`config.mk`:
```
export PLATFORM = sky130hd
export DESIGN_NAME = ifetch_queue
export DESIGN_NICKNAME = d
export VERILOG_FILES = /design/src/rtl/rv_fetch_pkg.sv /design/src/rtl/fetch_fifo.sv /design/src/rtl/ifetch_queue.sv
export SDC_FILE = /design/constraint.sdc
export NUM_CORES = 1
export LEC_CHECK = 0
export BUFFER_PORTS_ARGS = -buffer_cell sky130_fd_sc_hd__buf_2
export CAP_MARGIN = 0
export CORE_ASPECT_RATIO = 2
export CORE_MARGIN = 4
export CORE_UTILIZATION = 30
export DETAILED_ROUTE_END_ITERATION = 7
export MAX_ROUTING_LAYER = met4
export PLACE_DENSITY_LB_ADDON = 0.3
export SLEW_MARGIN = 0
export SYNTH_ARGS = -nofsm -noshare
export SYNTH_HDL_FRONTEND = slang
export SYNTH_SLANG_ARGS = --single-unit
```
`constraint.sdc`:
```
create_clock -name clk -period 9.7 [get_ports clk]
set_input_delay 0.485 -clock clk [delete_from_list [all_inputs] [get_ports clk]]
set_output_delay 0.485 -clock clk [all_outputs]
set_load 0.01 [all_outputs]
```
`src/rtl/rv_fetch_pkg.sv`:
```
// -----------------------------------------------------------------------------
// rv_fetch_pkg
// Shared definitions for the instruction fetch front end.
//   XLEN       : datapath / address width
//   INSTR_NOP  : canonical RV32I NOP (addi x0, x0, 0)
//   PC_INC     : sequential PC increment
//   fetch_entry_t : one buffered fetch result {instr, pc, pc+4}
//   align_pc() : force a PC onto a word boundary
// -----------------------------------------------------------------------------
package rv_fetch_pkg;

  localparam int XLEN = 32;

  typedef logic [XLEN-1:0] word_t;

  localparam word_t INSTR_NOP = 32'h0000_0013;
  localparam word_t PC_INC    = 32'd4;

  typedef struct packed {
    word_t instr;
    word_t pc;
    word_t pcplus4;
  } fetch_entry_t;

  // Low two bits of a redirect target are dropped without raising anything.
  function automatic word_t align_pc(input word_t pc);
    return {pc[XLEN-1:2], 2'b00};
  endfunction

endpackage

```
`src/rtl/fetch_fifo.sv`:
```
// -----------------------------------------------------------------------------
// fetch_fifo
// Parameterised synchronous FIFO. The head entry is read straight out of the
// storage flops, so head_valid/head_data depend on registered state only.
//   clk        in   clock, rising edge
//   reset      in   synchronous, active-low reset (empties the FIFO)
//   flush      in   empty the FIFO at this edge; overrides push and pop
//   push       in   write push_data at the tail
//   push_data  in   WIDTH-bit entry
//   pop        in   remove the head entry (ignored when empty)
//   head_valid out  FIFO holds at least one entry
//   head_data  out  oldest entry
//   count      out  number of entries, 0..DEPTH
// -----------------------------------------------------------------------------
module fetch_fifo #(
  parameter int WIDTH = 32,
  parameter int DEPTH = 4,
  localparam int AW = $clog2(DEPTH),
  localparam int CW = $clog2(DEPTH + 1)
) (
  input  logic             clk,
  input  logic             reset,
  input  logic             flush,
  input  logic             push,
  input  logic [WIDTH-1:0] push_data,
  input  logic             pop,
  output logic             head_valid,
  output logic [WIDTH-1:0] head_data,
  output logic [CW-1:0]    count
);

  logic [WIDTH-1:0] mem_q [DEPTH];
  logic [AW-1:0]    rd_ptr_q, rd_ptr_d;
  logic [AW-1:0]    wr_ptr_q, wr_ptr_d;
  logic [CW-1:0]    count_q, count_d;
  logic             do_push, do_pop;

  // NOTE: every variable gets a default before any branch, so no path leaves
  // it unassigned and no latch is inferred.
  always_comb begin
    do_pop   = pop && (count_q != '0) && !flush;
    do_push  = push && !flush;
    rd_ptr_d = rd_ptr_q;
    wr_ptr_d = wr_ptr_q;
    count_d  = count_q;
    if (flush) begin
      rd_ptr_d = '0;
      wr_ptr_d = '0;
      count_d  = '0;
    end else begin
      if (do_push) wr_ptr_d = wr_ptr_q + AW'(1);
      if (do_pop)  rd_ptr_d = rd_ptr_q + AW'(1);
      case ({do_push, do_pop})
        2'b10:   count_d = count_q + CW'(1);
        2'b01:   count_d = count_q - CW'(1);
        default: count_d = count_q;
      endcase
    end
  end

  // NOTE: state flops use non-blocking assignments so every flop samples the
  // pre-edge values regardless of statement order.
  always_ff @(posedge clk) begin
    if (!reset) begin
      rd_ptr_q <= '0;
      wr_ptr_q <= '0;
      count_q  <= '0;
    end else begin
      rd_ptr_q <= rd_ptr_d;
      wr_ptr_q <= wr_ptr_d;
      count_q  <= count_d;
    end
  end

  // NOTE: storage is deliberately not reset; an entry is only observable
  // through head_valid, which comes from the reset count.
  always_ff @(posedge clk) begin
    if (do_push) mem_q[wr_ptr_q] <= push_data;
  end

  assign head_valid = (count_q != '0);
  assign head_data  = mem_q[rd_ptr_q];
  assign count      = count_q;

  // Callers size their traffic so a push never lands on a full FIFO.
  assert property (@(posedge clk) disable iff (!reset)
    !(push && !pop && !flush && (count_q == CW'(DEPTH))));

endmodule

```
`src/rtl/ifetch_queue.sv`:
```
// -----------------------------------------------------------------------------
// ifetch_queue
// Fetch front end feeding the Fetch-Decode register. Owns the fetch PC, issues
// in-order requests to a variable-latency instruction memory, buffers returned
// words and presents {instr, pc, pc+4}. An Execute-stage redirect flushes the
// queue and arranges for responses of the old stream to be discarded.
//   clk             in   clock, rising edge
//   reset           in   synchronous, active-low reset
//   imem_req_valid  out  fetch request valid
//   imem_req_addr   out  fetch address (word aligned)
//   imem_req_ready  in   memory accepts the request
//   imem_rsp_valid  in   response word valid (in request order)
//   imem_rsp_data   in   instruction word
//   redirect_valid  in   branch/jump redirect from Execute
//   redirect_pc     in   redirect target
//   stall           in   decode stall, holds the head entry
//   instr_valid     out  head entry valid
//   instr_out       out  head instruction
//   instr_pc        out  head PC
//   instr_pcplus4   out  head PC+4
// -----------------------------------------------------------------------------
module ifetch_queue
  import rv_fetch_pkg::*;
#(
  parameter int    DEPTH    = 4,
  parameter word_t RESET_PC = 32'h0000_0000
) (
  input  logic             clk,
  input  logic             reset,
  output logic             imem_req_valid,
  output logic [XLEN-1:0]  imem_req_addr,
  input  logic             imem_req_ready,
  input  logic             imem_rsp_valid,
  input  logic [XLEN-1:0]  imem_rsp_data,
  input  logic             redirect_valid,
  input  logic [XLEN-1:0]  redirect_pc,
  input  logic             stall,
  output logic             instr_valid,
  output logic [XLEN-1:0]  instr_out,
  output logic [XLEN-1:0]  instr_pc,
  output logic [XLEN-1:0]  instr_pcplus4
);

  localparam int CW = $clog2(DEPTH + 1);

  word_t         fetch_pc_q, fetch_pc_d;
  logic [CW-1:0] out_q, out_d;    // requests accepted, response not yet seen
  logic [CW-1:0] drop_q, drop_d;  // old-stream responses still to discard
  logic          run_q;           // low for the first cycle out of reset

  logic          accept, rsp_fire, rsp_keep, q_pop;
  logic [CW-1:0] out_next;
  logic [CW:0]   in_use;

  logic          tag_valid;
  word_t         tag_pc;
  logic [CW-1:0] tag_count;

  fetch_entry_t  q_push_data, q_head;
  logic          q_valid;
  logic [CW-1:0] q_count;

  // Queue slots already taken plus slots promised to in-flight requests.
  // Dropped requests are counted too, which keeps the cap simple and safe.
  assign in_use         = {1'b0, q_count} + {1'b0, out_q};
  assign imem_req_valid = run_q && (in_use < (CW+1)'(DEPTH));
  assign imem_req_addr  = run_q ? fetch_pc_q : '0;

  always_comb begin
    accept   = imem_req_valid && imem_req_ready;
    rsp_fire = imem_rsp_valid && tag_valid;
    // A response in the redirect cycle belongs to the old stream.
    rsp_keep = rsp_fire && (drop_q == '0) && !redirect_valid;
    q_pop    = q_valid && !stall && !redirect_valid;
    out_next = out_q + CW'(accept) - CW'(rsp_fire);

    fetch_pc_d = fetch_pc_q;
    out_d      = out_next;
    drop_d     = drop_q;

    if (accept) fetch_pc_d = fetch_pc_q + PC_INC;
    if (rsp_fire && (drop_q != '0)) drop_d = drop_q - CW'(1);

    // Everything still outstanding after this cycle, including a request
    // accepted right now, was fetched from the abandoned path.
    if (redirect_valid) begin
      fetch_pc_d = align_pc(redirect_pc);
      drop_d     = out_next;
    end
  end

  always_ff @(posedge clk) begin
    if (!reset) begin
      fetch_pc_q <= RESET_PC;
      out_q      <= '0;
      drop_q     <= '0;
      run_q      <= 1'b0;
    end else begin
      fetch_pc_q <= fetch_pc_d;
      out_q      <= out_d;
      drop_q     <= drop_d;
      run_q      <= 1'b1;
    end
  end

  // PC of every accepted request, consumed by its response whether the word
  // is kept or dropped, so it is never flushed by a redirect.
  fetch_fifo #(.WIDTH(XLEN), .DEPTH(DEPTH)) u_tag_fifo (
    .clk        (clk),
    .reset      (reset),
    .flush      (1'b0),
    .push       (accept),
    .push_data  (fetch_pc_q),
    .pop        (rsp_fire),
    .head_valid (tag_valid),
    .head_data  (tag_pc),
    .count      (tag_count)
  );

  assign q_push_data = '{instr: imem_rsp_data, pc: tag_pc, pcplus4: tag_pc + PC_INC};

  fetch_fifo #(.WIDTH($bits(fetch_entry_t)), .DEPTH(DEPTH)) u_instr_fifo (
    .clk        (clk),
    .reset      (reset),
    .flush      (redirect_valid),
    .push       (rsp_keep),
    .push_data  (q_push_data),
    .pop        (q_pop),
    .head_valid (q_valid),
    .head_data  (q_head),
    .count      (q_count)
  );

  // Outputs read as zero whenever the head is empty, hiding stale storage.
  assign instr_valid   = q_valid;
  assign instr_out     = q_valid ? q_head.instr   : '0;
  assign instr_pc      = q_valid ? q_head.pc      : '0;
  assign instr_pcplus4 = q_valid ? q_head.pcplus4 : '0;

  assert property (@(posedge clk) disable iff (!reset) tag_count == out_q);

endmodule

```
# [Word-level counts from Yosys, hierarchy flattened]
# Memories as Yosys holds them, arrays and structs flattened. A register that Yosys moved wholly into a read port is not among the register bits.
# Cells that the tools add are included.
[totals] reg_bits=53 ramBits=512 output_inout_bits=130 memories=2
[op_classes] n_addsub=14 n_lt_le_gt_ge=1 n_eq_ne=4 muxes=19 bitwise=1 reduce_logical=23
[memory_table] name="u_instr_fifo.mem_q" depth=4 width=96 read_ports=1 rd_clocked_by_memory_dff=1 write_ports=1 line="fetch_fifo.sv:32" text="logic [WIDTH-1:0] mem_q [DEPTH];"
[memory_table] name="u_tag_fifo.mem_q" depth=4 width=32 read_ports=1 rd_clocked_by_memory_dff=1 write_ports=1 line="fetch_fifo.sv:32"
[op_table] op="$mux 32" count=6
[op_table] op="$add 32x3->32 const B" count=2
[op_table] op="$logic_and 1x1->1" count=12
[op_table] op="$pmux 3 s2" count=2
[op_table] op="$reduce_bool 3->1" count=3
[op_table] op="$sub 3x1->3 const B" count=3
[op_table] op="$add 2x1->2 const B" count=4
[op_table] op="$mux 2" count=4
[op_table] op="$reduce_bool 2->1" count=4
[op_table] op="$add 3x1->3 const B" count=2
[op_table] op="$mux 3" count=2
[op_table] op="$mux 1" count=5
[op_table] op="$add 3x3->4" count=1
[op_table] op="$eq 2x1->1 const B" count=2
[op_table] op="$eq 2x2->1 const B" count=2
[op_table] op="$lt 4x3->1 const B" count=1
[op_table] op="$add 3x1->3" count=1
[op_table] op="$logic_not 3->1" count=1
[op_table] op="$sub 3x1->3" count=1
[op_table] op="$logic_not 1->1" count=2
[op_table] op="$reduce_or 2->1" count=1
[op_table] op="$not 1->1" count=1

# [Logic depth before layout (Yosys ltp)]
[logic_depth] ltp_word=7 mapped_depth=14 mapped_depth_nobuf=13

# [Cells and area by module]
# Synthesis repeated with hierarchy kept, for this count alone.
[unflattened] hier_cells=1239 hier_area_um2=22904.5
[modules_own_cells] module="fetch_fifo at u_instr_fifo" n_inst=1 cells_per_inst=552 area_per_inst_um2=14301.2 seq_area_each_um2=11711.2
[modules_own_cells] module="fetch_fifo at u_tag_fifo" n_inst=1 cells_per_inst=217 area_per_inst_um2=5116.2 seq_area_each_um2=4023.9
[modules_own_cells] module="ifetch_queue" n_inst=1 cells_per_inst=470 area_per_inst_um2=3487.1 seq_area_each_um2=740.7

# [Worst setup path after synthesis]
# No wires, ideal clock.
[synth_path] path_kind="input to register" from="input port imem_rsp_valid" to="memory u_instr_fifo.mem_q[0][10] (netlist name), enable pin" setup_time_ns=0.461 arrival_ns=3.246 setup_slack_ns=5.993 stages=5 n_path_buf=1 cell_sequence="o31ai_1 > inv_1 > and4_1 > clkbuf_1 > and2_1"
[synth_via] elab_chain_len=6
[synth_rtl] element="start: declaration" line="ifetch_queue.sv:33" text="input logic imem_rsp_valid,"
[synth_rtl] element="$logic_and 1x1->1" line="ifetch_queue.sv:71" text="rsp_fire = imem_rsp_valid && tag_valid;"
[synth_rtl] element="$logic_and 1x1->1 (2 in a row)" line="ifetch_queue.sv:73" text="rsp_keep = rsp_fire && (drop_q == '0) && !redirect_valid;"
[synth_rtl] element="$logic_and 1x1->1" line="fetch_fifo.sv:42" text="do_push = push && !flush;"
[synth_rtl] element="$mux 1" line="fetch_fifo.sv:78" text="if (do_push) mem_q[wr_ptr_q] <= push_data;"
[synth_rtl] element="$mux 1 (not written as such)" line="fetch_fifo.sv:78"
[synth_rtl] element="end: declaration" line="fetch_fifo.sv:32"
# Every way passes these cells.

==> impl_metrics.json <==
{
  "status": "complete, no violations",
  "grt_pass1_wl_um": 74000,
  "dpl-instance-area_sq_um": 23900,
  "max_stage_delay_ns": 0.78,
  "stdcell_area_sq_um": 25400,
  "p_leak_nw": 8.46,
  "ios": 200,
  "final_nets": 1492,
  "worstSetupStartpointType": "flop",
  "tightestPinTransition_ns": 1.02,
  "seq_area_frac_synth_pct": 71.9,
  "synth-edff-count": 488,
  "register_area_sq_um": 15800,
  "synth_top_family_by_area": "multiplexers",
  "use_met2_pct": 22.6,
  "yosysTopAreaCell": "edfxtp_1",
  "fin_cells": 2360,
  "r2r_end": "drop_q[2]",
  "clock_latency_ns": 0.58,
  "top_usage_layer": "met2",
  "critPathTopFamily": "buffers and inverters",
  "path_cells": "buf_4, buf_4, mux4_2, and2_1, buf_2",
  "cts.repair.resized": 0,
  "synth_compound_area_share_pct": 1.88,
  "cap_viol_max_count": 0,
  "drv_slew": 0,
  "r2r_cells": 13,
  "reg2reg_slack_ns": 6.27,
  "path_clk_slew_ns": 0.06,
  "gr-total-overflow": 0,
  "min_to": "u_instr_fifo.mem_q[1][79]",
  "syn2layout_area_growth_pct": 16.0,
  "synth_flop_cell": "edfxtp_1",
  "cts_tree": "done",
  "timing.hold.ws_ns": 0.119,
  "critPathMaxFanout": 38,
  "layout_common_cells": "edfxtp_1, buf_2, and2_1, mux4_2, dfxtp_1",
  "power_density_nw_per_um2": 210,
  "grt_pass1_vias": 12000,
  "power_mw": 5.33,
  "synth.area.mux_share_pct": 12.6,
  "wl_per_cell_um": 20.7,
  "vias": 11100,
  "clock_skew_ns": 0.0158,
  "worstHoldPathCells": 1,
  "die_area_sq_um": 77700,
  "grt_setup_unrepaired": "false",
  "vias_per_cell": 4.71,
  "drt_iter0_markers": 498,
  "cts_sinks": 543,
  "layout_commonest_cell": "edfxtp_1",
  "cts_setup_buffers": 0,
  "multi_input_area_sq_um": 5770,
  "ys_ff_latch": 543,
  "grt_util_met3_pct": 1.70,
  "ys_warn_count": 0,
  "crit_buf_inv": 3,
  "relSlewSlack_pct": 31.7,
  "synthAdderAreaFrac_pct": 1.24,
  "gr-usage-met1_pct": 15.1,
  "postCtsHoldBufs": 0,
  "synthSimpleGateAreaFrac_pct": 7.75,
  "synth_top_area_share_pct": 66.9,
  "rows": 139,
  "coreArea_sq_um": 72200,
  "postRouteAntennaNets": 0,
  "path_class": "reg -> out",
  "cp_common_cell": "buf_4",
  "gp_congestion": 0.735,
  "clock_path_buffers": 3,
  "hp-class": "in -> reg",
  "portBuffers": 191,
  "ys_types": 47,
  "cts_max_level": 2,
  "numCtsBuffers": 49,
  "grt_max_degree": 95,
  "synthArstFlopShare_pct": 0,
  "synth_area_leaders": "edfxtp_1, mux4_2, dfxtp_1",
  "syn_inst": 1205,
  "die_w_um": 199,
  "fmax_mhz": 237,
  "endpoint_kind": "output pin",
  "antenna_found_initial": 4,
  "nFillCells": 6828,
  "totalWireLength_um": 48800,
  "avgSynthCellArea_sq_um": 18.2,
  "peakVddDrop_v": 0.000128,
  "place_hpwl_um": 30200,
  "die_h_um": 390,
  "min_from": "imem_rsp_data[15]",
  "initial_core_util_pct": 30.4,
  "period_share_pct": 43.5,
  "firstDrtPassIters": 5,
  "cp.required_ns": 9.22,
  "critical-path-slowest-cell": "buf_4",
  "syn_area_sq_um": 21900,
  "layout-drive-gt1-share_pct": 29.5,
  "tns_ns": 0,
  "worstReg2RegStart": "u_instr_fifo.count[2]",
  "placed_cells": 2267,
  "grtUsageTotal_pct": 12.8,
  "root_buffer": "clkbuf_16",
  "drc": 0,
  "setup_violations": 0,
  "synthXorXnorAreaFrac_pct": 2.64,
  "final_hold_viol_count": 0,
  "fin_crit_ns": 4.22,
  "arrival_ns": 3.74
}
cell families (layout without fill, tap and decap cells):
group | Yosys count | after routing
DFF | 543 | 543
xor gates and xnor gates | 66 | 66
muxes | 124 | 124
other | 1 | 7
adders and majority gates | 20 | 20
buffers and inverters | 99 | 332
AOI/OAI and AO/OA | 67 | 67
and+or+nand+nor | 285 | 285
synth_stat cells (17+ instances only):
library cell and n:
xnor2_1 44, o21ai_0 24, clkbuf_1 39, nand2_1 27, ha_1 17, inv_1 31
a21oi_1 23, edfxtp_1 488, nand3_1 18, xor2_1 22, nor3_1 21, mux4_2 121
dfxtp_1 55, and2_1 140, nor2_1 20
worst reg2reg max path, cell delays in order (launching register included):
cell and delay, ns:
dfxtp_1 0.37, ha_1 0.25, nor4b_2 0.44, and3_1 0.47, inv_1 0.13, ha_1 0.40, inv_1 0.08, ha_1 0.13
inv_1 0.04, fa_1 0.38, xor2_1 0.16, xnor2_1 0.21, nand2_1 0.12, o211a_1 0.15
cell type report:
cell class / count / share of cell area, %
inverter: 33 / 0.487
sequential: 543 / 62.0
antenna: 1 / 0.00985
clock buffer: 64 / 5.33
clock inverter: 28 / 0.694
timing repair buffer: 207 / 4.23
multi-input combinational: 568 / 22.7
tap: 916 / 4.51
per-stage QoR:
stage	utilization (%)	setup WS [ns]
floorplan	-	5.99
finish	35.2	5.48
global placement	33.1	5.84
detailed placement	33.1	5.83
CTS	35.2	5.20
global route	35.2	5.07
power by group:
part | switching, mW | internal, mW | total, mW
Sequential | 0.0486 | 2.77 | 2.82
Clock | 0.863 | 0.997 | 1.86
Combinational | 0.404 | 0.255 | 0.659
Total | 1.31 | 4.02 | 5.33
metal layers:
metal  vias to the layer above  part of all wire (%)  routed length, um
met3                        72                   4.1               1980
li1                       5066                     -                  -
met5                         -                     0                  0
met1                      5702                    40              19600
met4                         0                   2.8               1380
met2                       278                    53              25800
worst max path at each step:
| stage | start | endpoint | slack (ns) | cells past startpoint |
|---|---|---|---|---|
| after floorplan | imem_rsp_valid | u_instr_fifo.mem_q[0][10] | 5.99 | 5 |
| after global placement | flop | instr_pc[31] | 5.84 | 5 |
| after detailed placement | flop | instr_pc[31] | 5.83 | 5 |
| after CTS | flop | instr_pc[31] | 5.20 | 5 |
| after global routing | flop | instr_pc[31] | 5.07 | 5 |
| final | flop | instr_pc[31] | 5.48 | 5 |
registers in the layout (all words and copies together), names as in the netlist, named ones only:
signal	cells
drop_q	3
fetch_pc_q	30
out_q	3
run_q	1
u_instr_fifo.count	3
u_instr_fifo.mem_q	368
u_instr_fifo.rd_ptr_q	2
u_instr_fifo.wr_ptr_q	2
u_tag_fifo.count	3
u_tag_fifo.mem_q	120
u_tag_fifo.rd_ptr_q	2
u_tag_fifo.wr_ptr_q	2
(Power assumes the default switching activity.)
